File: config.mk
export PLATFORM = sky130hd
export DESIGN_NAME = conv_enc
export DESIGN_NICKNAME = d
export VERILOG_FILES = /design/src/rtl/conv_enc.sv
export SDC_FILE = /design/constraint.sdc
export NUM_CORES = 1
export LEC_CHECK = 0
export ABC_CLOCK_PERIOD_IN_PS = 1800
export CAP_MARGIN = 25
export CORE_MARGIN = 1
export CORE_UTILIZATION = 50
export CTS_CLUSTER_DIAMETER = 30
export DETAILED_ROUTE_END_ITERATION = 6
export HOLD_SLACK_MARGIN = 0.1
export PLACE_DENSITY_LB_ADDON = 0.15
export RECOVER_POWER = 25
export SETUP_SLACK_MARGIN = 0.4
export SLEW_MARGIN = 5
export SYNTH_ARGS = -nofsm -noshare
export SYNTH_HDL_FRONTEND = slang
export SYNTH_SLANG_ARGS = --single-unit
export TNS_END_PERCENT = 50
File: constraint.sdc
create_clock -name clk -period 1.8 [get_ports clk]
set_input_delay 0.36 -clock clk [delete_from_list [all_inputs] [get_ports clk]]
set_output_delay 0.36 -clock clk [all_outputs]
set_load 0.02 [all_outputs]
File: src/rtl/conv_enc.sv
// rtl/conv_enc.sv - rate-1/2 K=3 convolutional encoder (G0=111, G1=101) with zero-tail framing
module conv_enc #(
    parameter int FRAME_LEN = 8,
    parameter bit TAIL_EN   = 1'b1
) (
    input  logic       clk,
    input  logic       rst_n,
    input  logic       in_valid,
    output logic       in_ready,
    input  logic       in_bit,
    input  logic       in_last,
    output logic       out_valid,
    input  logic       out_ready,
    output logic [1:0] out_sym,
    output logic       out_last,
    output logic       busy
);
    localparam int CW = $clog2(FRAME_LEN + 1);

    typedef enum logic [1:0] {S_DATA, S_TAIL1, S_TAIL2} state_t;

    state_t        state_q, state_d;
    logic [1:0]    sreg_q, sreg_d;
    logic [CW-1:0] bit_cnt_q, bit_cnt_d;
    logic          out_valid_q, out_valid_d;
    logic [1:0]    out_sym_q, out_sym_d;
    logic          out_last_q, out_last_d;
    logic          busy_q, busy_d;

    logic          out_free;
    logic          accept;
    logic          frame_end;
    logic          enc_en;
    logic          u;
    logic [CW-1:0] cnt_inc;

    assign out_free  = ~out_valid_q | out_ready;
    assign in_ready  = (state_q == S_DATA) & out_free;
    assign accept    = in_valid & in_ready;
    assign cnt_inc   = bit_cnt_q + 1'b1;
    assign frame_end = in_last | (cnt_inc == CW'(FRAME_LEN));

    always_comb begin
        state_d     = state_q;
        sreg_d      = sreg_q;
        bit_cnt_d   = bit_cnt_q;
        out_valid_d = out_valid_q;
        out_sym_d   = out_sym_q;
        out_last_d  = out_last_q;
        busy_d      = busy_q;
        enc_en      = 1'b0;
        u           = 1'b0;

        if (out_valid_q & out_ready) begin
            out_valid_d = 1'b0;
            if (out_last_q) begin
                busy_d = 1'b0;
            end
        end

        case (state_q)
            S_DATA: begin
                if (accept) begin
                    u          = in_bit;
                    enc_en     = 1'b1;
                    busy_d     = 1'b1;
                    bit_cnt_d  = cnt_inc;
                    sreg_d     = {in_bit, sreg_q[1]};
                    out_last_d = 1'b0;
                    if (frame_end) begin
                        if (TAIL_EN) begin
                            state_d = S_TAIL1;
                        end else begin
                            out_last_d = 1'b1;
                            sreg_d     = 2'b00;
                            bit_cnt_d  = '0;
                        end
                    end
                end
            end
            S_TAIL1: begin
                if (out_free) begin
                    enc_en     = 1'b1;
                    sreg_d     = {1'b0, sreg_q[1]};
                    out_last_d = 1'b0;
                    state_d    = S_TAIL2;
                end
            end
            S_TAIL2: begin
                // Second zero flushes the trellis back to state 00.
                if (out_free) begin
                    enc_en     = 1'b1;
                    sreg_d     = 2'b00;
                    out_last_d = 1'b1;
                    bit_cnt_d  = '0;
                    state_d    = S_DATA;
                end
            end
            default: state_d = S_DATA;
        endcase

        if (enc_en) begin
            out_valid_d = 1'b1;
            out_sym_d   = {u ^ sreg_q[1] ^ sreg_q[0], u ^ sreg_q[0]};
        end
    end

    always_ff @(posedge clk or negedge rst_n) begin
        if (!rst_n) begin
            state_q     <= S_DATA;
            sreg_q      <= 2'b00;
            bit_cnt_q   <= '0;
            out_valid_q <= 1'b0;
            out_sym_q   <= 2'b00;
            out_last_q  <= 1'b0;
            busy_q      <= 1'b0;
        end else begin
            state_q     <= state_d;
            sreg_q      <= sreg_d;
            bit_cnt_q   <= bit_cnt_d;
            out_valid_q <= out_valid_d;
            out_sym_q   <= out_sym_d;
            out_last_q  <= out_last_d;
            busy_q      <= busy_d;
        end
    end

    assign out_valid = out_valid_q;
    assign out_sym   = out_sym_q;
    assign out_last  = out_last_q;
    assign busy      = busy_q;
endmodule

== After elaboration in Yosys (flattened, before gate mapping) ==
Index checks and enable logic that the tools add are counted.

* Word-level logic and storage cells: 58
* Register bits after elaboration: 13

* Reductions and logical operators: 8
* Muxes and demuxes: 26
* Add/subtract/negate cells: 1
* Bitwise operators: 9
* Equal/unequal tests: 7

{| class="wikitable"
|+ Operators with widths
! cell !! count
|-
| $mux 1 || 13
|-
| $mux 2 || 6
|-
| $pmux 2 s3 || 2
|-
| $mux 4 || 2
|-
| $ne 2x2->1 const B || 4
|-
| $pmux 4 s2 || 1
|-
| $reduce_and 4->1 || 2
|-
| $add 4x1->4 const B || 1
|-
| $eq 4x4->1 const B || 1
|-
| $reduce_bool 2->1 || 2
|-
| $and 1x1->1 || 3
|-
| $pmux 1 s3 || 1
|-
| $reduce_and 3->1 || 1
|-
| $reduce_bool 3->1 || 1
|-
| $xor 1x1->1 || 3
|-
| $eq 2x1->1 const B || 1
|-
| $eq 2x2->1 const B || 1
|-
| $logic_not 2->1 || 1
|-
| $or 1x1->1 || 2
|-
| $pmux 1 s2 || 1
|-
| $reduce_or 2->1 || 1
|-
| $not 1->1 || 1
|}

== Depth between registers and ports, before layout ==
Gate-level depths: netlist of the first run.

* Word-level depth: 8
* Mapped depth: 6
* Mapped depth without buffers: 6

== Worst setup path before layout of the first run ==
No wires, ideal clock.

* Path type: reg2reg
* Start: register state_q[0]
* End: register out_last_q, in the netlist out_last
* Arrival: 1.437 ns
* Clock period less this slack: 1.562 ns
* Path buffers: 0
* Cell stages (with the launch flop): 7
* Setup slack: 0.238 ns
* Cells stage by stage: dfrtp_1 -> inv_1 -> ha_1 -> inv_1 -> o21ai_2 -> a21oi_2 -> mux2_2

* Longest elaborated chain between the ends: 5
* Elaborated cells on any way between the ends: 11
* Classes of those cells: 5 x eq/ne; 1 x mux; 2 x bitwise; 3 x reduce/logical

{| class="wikitable"
|+ RTL lines
! what !! RTL line !! text
|-
| from (decl) || 22 || <nowiki>state_t state_q, state_d;</nowiki>
|-
| from (signal assigned) || 118 || <nowiki>state_q <= state_d;</nowiki>
|-
| $logic_not 2->1 || 38, 61 ||
|-
| $and 1x1->1 || 38 || <nowiki>assign in_ready = (state_q == S_DATA) & out_free;</nowiki>
|-
| $and 1x1->1 || 39 || <nowiki>assign accept = in_valid & in_ready;</nowiki>
|-
| $ne 2x2->1 (no line) || -- ||
|-
| $reduce_and 4->1 (no line) || -- ||
|-
| to (signal assigned) || 123 || <nowiki>out_last_q <= out_last_d;</nowiki>
|-
| to (decl) || 27 || <nowiki>logic out_last_q, out_last_d;</nowiki>
|}

Parallel ways exist; a longest one is shown, timed or not.
A chain may end at the register's enable or synchronous reset.

== Worst setup path in the final report of the first run ==
* Start: register state_q[0]
* End: output in_ready

* Longest elaborated chain between the ends: 2

{| class="wikitable"
|+ RTL lines
! what !! RTL line !! text
|-
| $logic_not 2->1 || 38 ||
|-
| $and 1x1->1 || 38 ||
|-
| to (decl) || 9 || <nowiki>output logic in_ready,</nowiki>
|}

Every way passes these cells.

==> flow_metrics.py, run 1 <==
metrics = {
    "cts": {
        "numCtsBuffers": 3,
        "clkSinkCount": 13,
        "cts_root_buf": "clkbuf_4",
        "clock_latency_ns": 0.29,
        "cts_tree": "built",
        "htreeDepth": 1,
        "clk_pin_slew_ns": 0.09,
        "clock_path_buffers": 2,
    },
    "detailed_routing": {
        "viasPerCell": 5.42,
        "vias": 688,
        "firstDrtPassIters": 4,
        "drt_wl_total_um": 1890,
        "drc": 0,
        "ant_nets": 0,
        "drt-initial-drc-count": 16,
        "wl_per_cell_um": 14.9,
    },
    "placed_design": {
        "dpl.hpwl_um": 1230,
        "dp_slack_ns": -0.177,
        "placed_cell_area_um2": 1060,
        "io_buffers": 11,
        "gp_congestion": 0.792,
    },
    "job": {
        "maxCapViolCount": 0,
    },
    "floorplan": {
        "die_y_um": 41.8,
        "die_w_um": 41.8,
        "initial_core_util": 0.533,
        "dieArea_um2": 1750,
        "pin_count": 12,
        "rows": 14,
        "fp.coreArea_um2": 1490,
    },
    "sta": {
        "skew_ns": 0.00586,
        "hold_viol_final": 0,
        "worstMarginPinSlew_ns": 0.731,
        "holdWs_ns": 0.521,
        "min_period_ns": 1.60,
        "fin_crit_sh": 0.890,
        "setup_ws_ns": 0.197,
        "finalSetupTns_ns": 0,
        "report.final.slew_viol_count": 0,
        "setup_violations": 0,
        "slew-limit-headroom": 0.513,
        "rsz0062_at_grt": "true",
        "fmax_mhz": 624,
    },
    "setup_path": {
        "start_kind": "flip-flop",
        "cp.required_ns": 1.44,
        "critical_path_class": "reg -> out",
        "reg2regPathDepth": 7,
        "r2r_end": "state_q[1]",
        "crit_path_end_kind": "output port",
        "crit_arrival_ns": 1.24,
        "r2r_start": "state_q[1]",
        "cp_max_fo": 5,
        "ff2ff_setup_slack_ns": 0.23,
    },
    "global_routing": {
        "grt_pass1_vias": 709,
        "grt_pass1_wl_um": 3130,
        "grtUsageTotal": 0.239,
        "grt_max_degree": 14,
        "grt-ovfl-total": 0,
        "grt_antenna_before_repair": 0,
    },
    "synth": {
        "synth_area_um2": 793,
        "syn-num-nets": 87,
        "synth_top_family_by_area": "compound AO/OA/AOI/OAI gates",
        "yosysWarnings": 0,
        "postSynthAreaPerCell_um2": 10.4,
        "netlist_instances": 76,
        "synth_compound_area_frac": 0.174,
        "ys_seq_elements": 13,
        "synth_mux_area_frac": 0.101,
        "yosysSeqAreaShare": 0.410,
        "synth_cell_type_count": 31,
        "yosys.area_share.simple": 0.164,
        "synth_fa_ha_area_frac": 0.0789,
        "synthXorXnorAreaFrac": 0.0394,
    },
    "status": {
        "outcome": "complete, no violations",
    },
    "min_path": {
        "hold_path_class": "reg -> reg",
        "whs_endpoint": "out_sym[1]",
        "hp-start": "out_sym[1]",
        "whs_path_depth": 2,
    },
    "cells_and_area": {
        "layout_common_cells": "buf_4, dfrtp_1, o21ai_0",
        "drive_above_1_share": 0.432,
        "final_cell_area_um2": 1210,
        "nets": 123,
        "final_common_cell": "buf_4",
        "syn_to_final_growth_pct": 52.2,
        "fillers": 91,
        "n_antenna_cell": 0,
    },
    "power": {
        "p_leak_nw": 0.576,
        "powerDensity_nw_per_um2": 1880,
        "ir_drop_mv": 1.35,
    },
}
## flip-flops by register name, indices dropped and copies added, names as in the netlist
register   flops
state_q        2
busy           1
bit_cnt_q      4
out_sym        2
out_valid      1
out_last       1
sreg_q         2
## metrics by stage
step	power (W)	cells	util
after floorplan	0.00133	76	-
after global placement	0.00175	117	0.712
after detailed placement	0.00178	117	0.712
after CTS	0.00215	126	0.787
after global routing	0.00242	127	0.811
final	0.00227	127	0.811
## routing by layer
metal	routed length, um	global-route usage	up-vias
li1	-	-	343
met1	839	0.284	338
met2	1000	0.431	5
met3	23	0.0348	2
met4	25	0.0903	0
met5	0	0	-
## cell families (layout without fill, tap and decap cells)
kind of cell,after synthesis,count (layout)
AO/OA/AOI/OAI,22,22
AND/OR/NAND/NOR,20,20
flip-flops,13,13
multiplexers,7,7
buffers and inverters,7,42
adder cells (fa/ha/maj),5,5
XOR/XNOR,2,2
## cell usage after synthesis
library cell,number,area share
a21oi_2,1,0.011
mux2_1,1,0.014
mux2_2,3,0.043
nor3_2,1,0.013
nand2b_4,1,0.017
a21oi_1,4,0.025
o21a_1,1,0.0095
and3b_1,1,0.011
o22ai_1,1,0.0079
and2b_2,1,0.011
a41oi_1,1,0.011
ha_1,5,0.079
and3_4,1,0.014
o21ai_0,9,0.057
dfrtp_1,13,0.41
nor3b_1,1,0.0095
nor2b_1,2,0.016
xnor3_1,1,0.028
o211ai_1,1,0.0095
and2_4,1,0.011
o21ai_2,1,0.011
a21boi_1,1,0.0095
inv_1,7,0.033
xnor2_1,1,0.011
mux2i_1,2,0.025
mux2_4,1,0.019
nand2_1,4,0.019
nor2_1,5,0.024
and3_1,1,0.0079
a32oi_1,2,0.022
nand4b_1,1,0.011
## what timing repair did
action / 4_1_cts / 5_1_grt
setup buffers: 5 / 1
gates cloned: 0 / 0
hold buffers: 0 / 0
gates resized for setup: 24 / 8
endpoints found under the setup margin: 14 / 13
pin swaps: 4 / 3
## report_power, final
part	leakage, nW	switching, W	internal (W)	total [W]
Sequential	0.160	0.000113	0.000430	0.000542
Combinational	0.401	0.000682	0.000847	0.00153
Clock	0.0150	0.000111	0.0000862	0.000197
Total	0.576	0.000905	0.00136	0.00227
## final cells by class
class                   count  area, um^2  share of cell area
multi-input cells          56         539               0.447
flip-flops and latches     13         327               0.270
inverters                   7        26.3              0.0218
repair buffers             31         269               0.223
well taps                  16        20.0              0.0166
clock buffers               4        26.3              0.0218
## how the worst max path moves through the flow
stage	startpoint	to	slack, ns
final	state_q[0]	in_ready	0.20
after global placement	out_ready	in_ready	-0.14
after floorplan	state_q[0]	state_q[1]	0.31
after detailed placement	out_ready	in_ready	-0.18
after CTS	state_q[1]	in_ready	0.18
after global routing	state_q[0]	in_ready	0.15
## worst max-delay path, stage by stage (launching register included)
cell and delay (ns):
dfrtp_1 0.39, inv_2 0.11, ha_4 0.18, inv_2 0.05, nor2_2 0.10, buf_6 0.13
No activity file was read; power rests on OpenSTA's default activity.
==> run 2: changes to the inputs <==
- RECOVER_POWER: 25 -> unset
==> flow_metrics.py, run 2 (same netlist as run 1, synthesis figures left out) <==
metrics = {
    "status": {
        "outcome": "complete, no violations",
    },
    "global_routing": {
        "grt_pass1_wl_um": 3130,
        "grt-ovfl-total": 0,
        "grt_antenna_before_repair": 0,
        "grt_pass1_vias": 709,
        "grt_max_degree": 14,
        "grtUsageTotal": 0.239,
    },
    "sta": {
        "worstMarginPinSlew_ns": 0.229,
        "fmax_mhz": 623,
        "hold_viol_final": 0,
        "setup_violations": 0,
        "slew-limit-headroom": 0.846,
        "fin_crit_sh": 0.891,
        "setup_ws_ns": 0.196,
        "report.final.slew_viol_count": 0,
        "min_period_ns": 1.60,
        "skew_ns": 0.00423,
        "rsz0062_at_grt": "true",
    },
    "detailed_routing": {
        "vias": 692,
        "drt_wl_total_um": 1890,
        "ant_nets": 0,
        "drc": 0,
        "drt-initial-drc-count": 16,
        "wl_per_cell_um": 14.9,
        "viasPerCell": 5.45,
        "firstDrtPassIters": 4,
    },
    "floorplan": {
        "rows": 14,
        "die_y_um": 41.8,
        "initial_core_util": 0.533,
        "dieArea_um2": 1750,
        "pin_count": 12,
        "fp.coreArea_um2": 1490,
        "die_w_um": 41.8,
    },
    "power": {
        "p_leak_nw": 0.579,
        "p_sw_frac": 0.398,
        "power.switching_w": 0.000903,
        "ir_drop_mv": 1.34,
        "powerDensity_nw_per_um2": 1870,
        "p_seq_frac": 0.239,
        "combPwrFrac": 0.675,
        "p_clk_frac": 0.086,
        "finalPower_w": 0.00227,
        "power.internal_w": 0.00136,
    },
    "cts": {
        "clkSinkCount": 13,
        "clock_latency_ns": 0.29,
        "numCtsBuffers": 3,
        "cts_hold_buf": 0,
        "cts_root_buf": "clkbuf_4",
        "htreeDepth": 1,
        "cts_tree": "built",
        "clock_path_buffers": 2,
        "clk_pin_slew_ns": 0.09,
    },
    "cells_and_area": {
        "nets": 123,
        "syn_to_final_growth_pct": 52.7,
        "largest_register_ffs": 4,
        "n_antenna_cell": 0,
        "drive_above_1_share": 0.441,
        "final_common_cell": "buf_4",
        "final_cell_area_um2": 1210,
        "layout_common_cells": "buf_4, dfrtp_1, o21ai_0",
        "largest-register": "bit_cnt_q",
    },
    "setup_path": {
        "cp.required_ns": 1.44,
        "critical_path_class": "reg -> out",
        "crit_path_end_kind": "output port",
        "r2r_start": "state_q[1]",
        "cp_max_fo": 5,
        "r2r_end": "state_q[1]",
        "ff2ff_setup_slack_ns": 0.23,
        "crit_arrival_ns": 1.24,
        "start_kind": "flip-flop",
        "cp-startpoint": "state_q[0]",
        "reg2regPathDepth": 7,
    },
    "placed_design": {
        "gp_congestion": 0.792,
        "placed_cell_area_um2": 1060,
        "dp_slack_ns": -0.177,
        "io_buffers": 11,
        "dpl.hpwl_um": 1230,
    },
    "min_path": {
        "hold_path_class": "in -> async",
    },
    "job": {
        "maxCapViolCount": 0,
    },
}
## run 2: cell count changes in the layout (fill, tap and decap cells not counted)
cell / delta
buf_4: +1
clkbuf_1: -1
clkdlybuf4s50_1: +1
dlygate4sd3_1: -1
## run 2: worst max path at each step
stage / to / slack, ns / cells past startpoint
floorplan: state_q[1] / 0.31 / 6
global placement: in_ready / -0.14 / 4
detailed placement: in_ready / -0.18 / 4
CTS: in_ready / 0.18 / 5
global route: in_ready / 0.15 / 5
finish: in_ready / 0.20 / 5
## run 2: area by class of cell
cell class / instances / area, um^2
Timing Repair Buffer: 31 / 273
Inverter: 7 / 26.3
Multi-Input combinational cell: 56 / 539
Tap cell: 16 / 20.0
Sequential cell: 13 / 327
Fill cell: 89 / 278
Clock buffer: 4 / 26.3
## run 2: worst max-delay path, cell delays in order, from the launching register on
cell,delay (ns)
dfrtp_1,0.39
inv_2,0.11
ha_4,0.18
inv_2,0.05
nor2_2,0.10
buf_6,0.13
## run 2: power by group through the flow
stage | combinational, W | clock [W] | sequential (W)
CTS | 0.00142 | 0.000191 | 0.000542
floorplan | 0.000732 | 0 | 0.000597
global route | 0.00165 | 0.000208 | 0.000562
finish | 0.00153 | 0.000196 | 0.000542
global placement | 0.00122 | 0 | 0.000538
detailed placement | 0.00124 | 0 | 0.000543
## run 2: metrics by stage
stage / hold WS [ns] / setup TNS [ns] / instances / utilization
6_report: 0.364 / 0 / 127 / 0.813
5_1_grt: 0.373 / 0 / 127 / 0.813
4_1_cts: 0.381 / 0 / 126 / 0.787
3_5_place_dp: 0.517 / -0.588 / 117 / 0.712
3_3_place_gp: 0.498 / -0.431 / 117 / 0.712
2_1_floorplan: 0.0644 / 0 / 76 / -
## run 2: layer usage
layer | vias up | share of wire | GRT usage
met3 | 2 | 0.021 | 0.0348
li1 | 342 | - | -
met4 | 0 | 0.013 | 0.0903
met5 | - | 0 | 0
met1 | 334 | 0.44 | 0.284
met2 | 14 | 0.52 | 0.431
## run 2: timing repair
item	in CTS	in global routing
pin swaps	4	3
cloned	0	0
setup endpoints to repair	14	13
buffers inserted	5	1
gates resized for setup	24	8
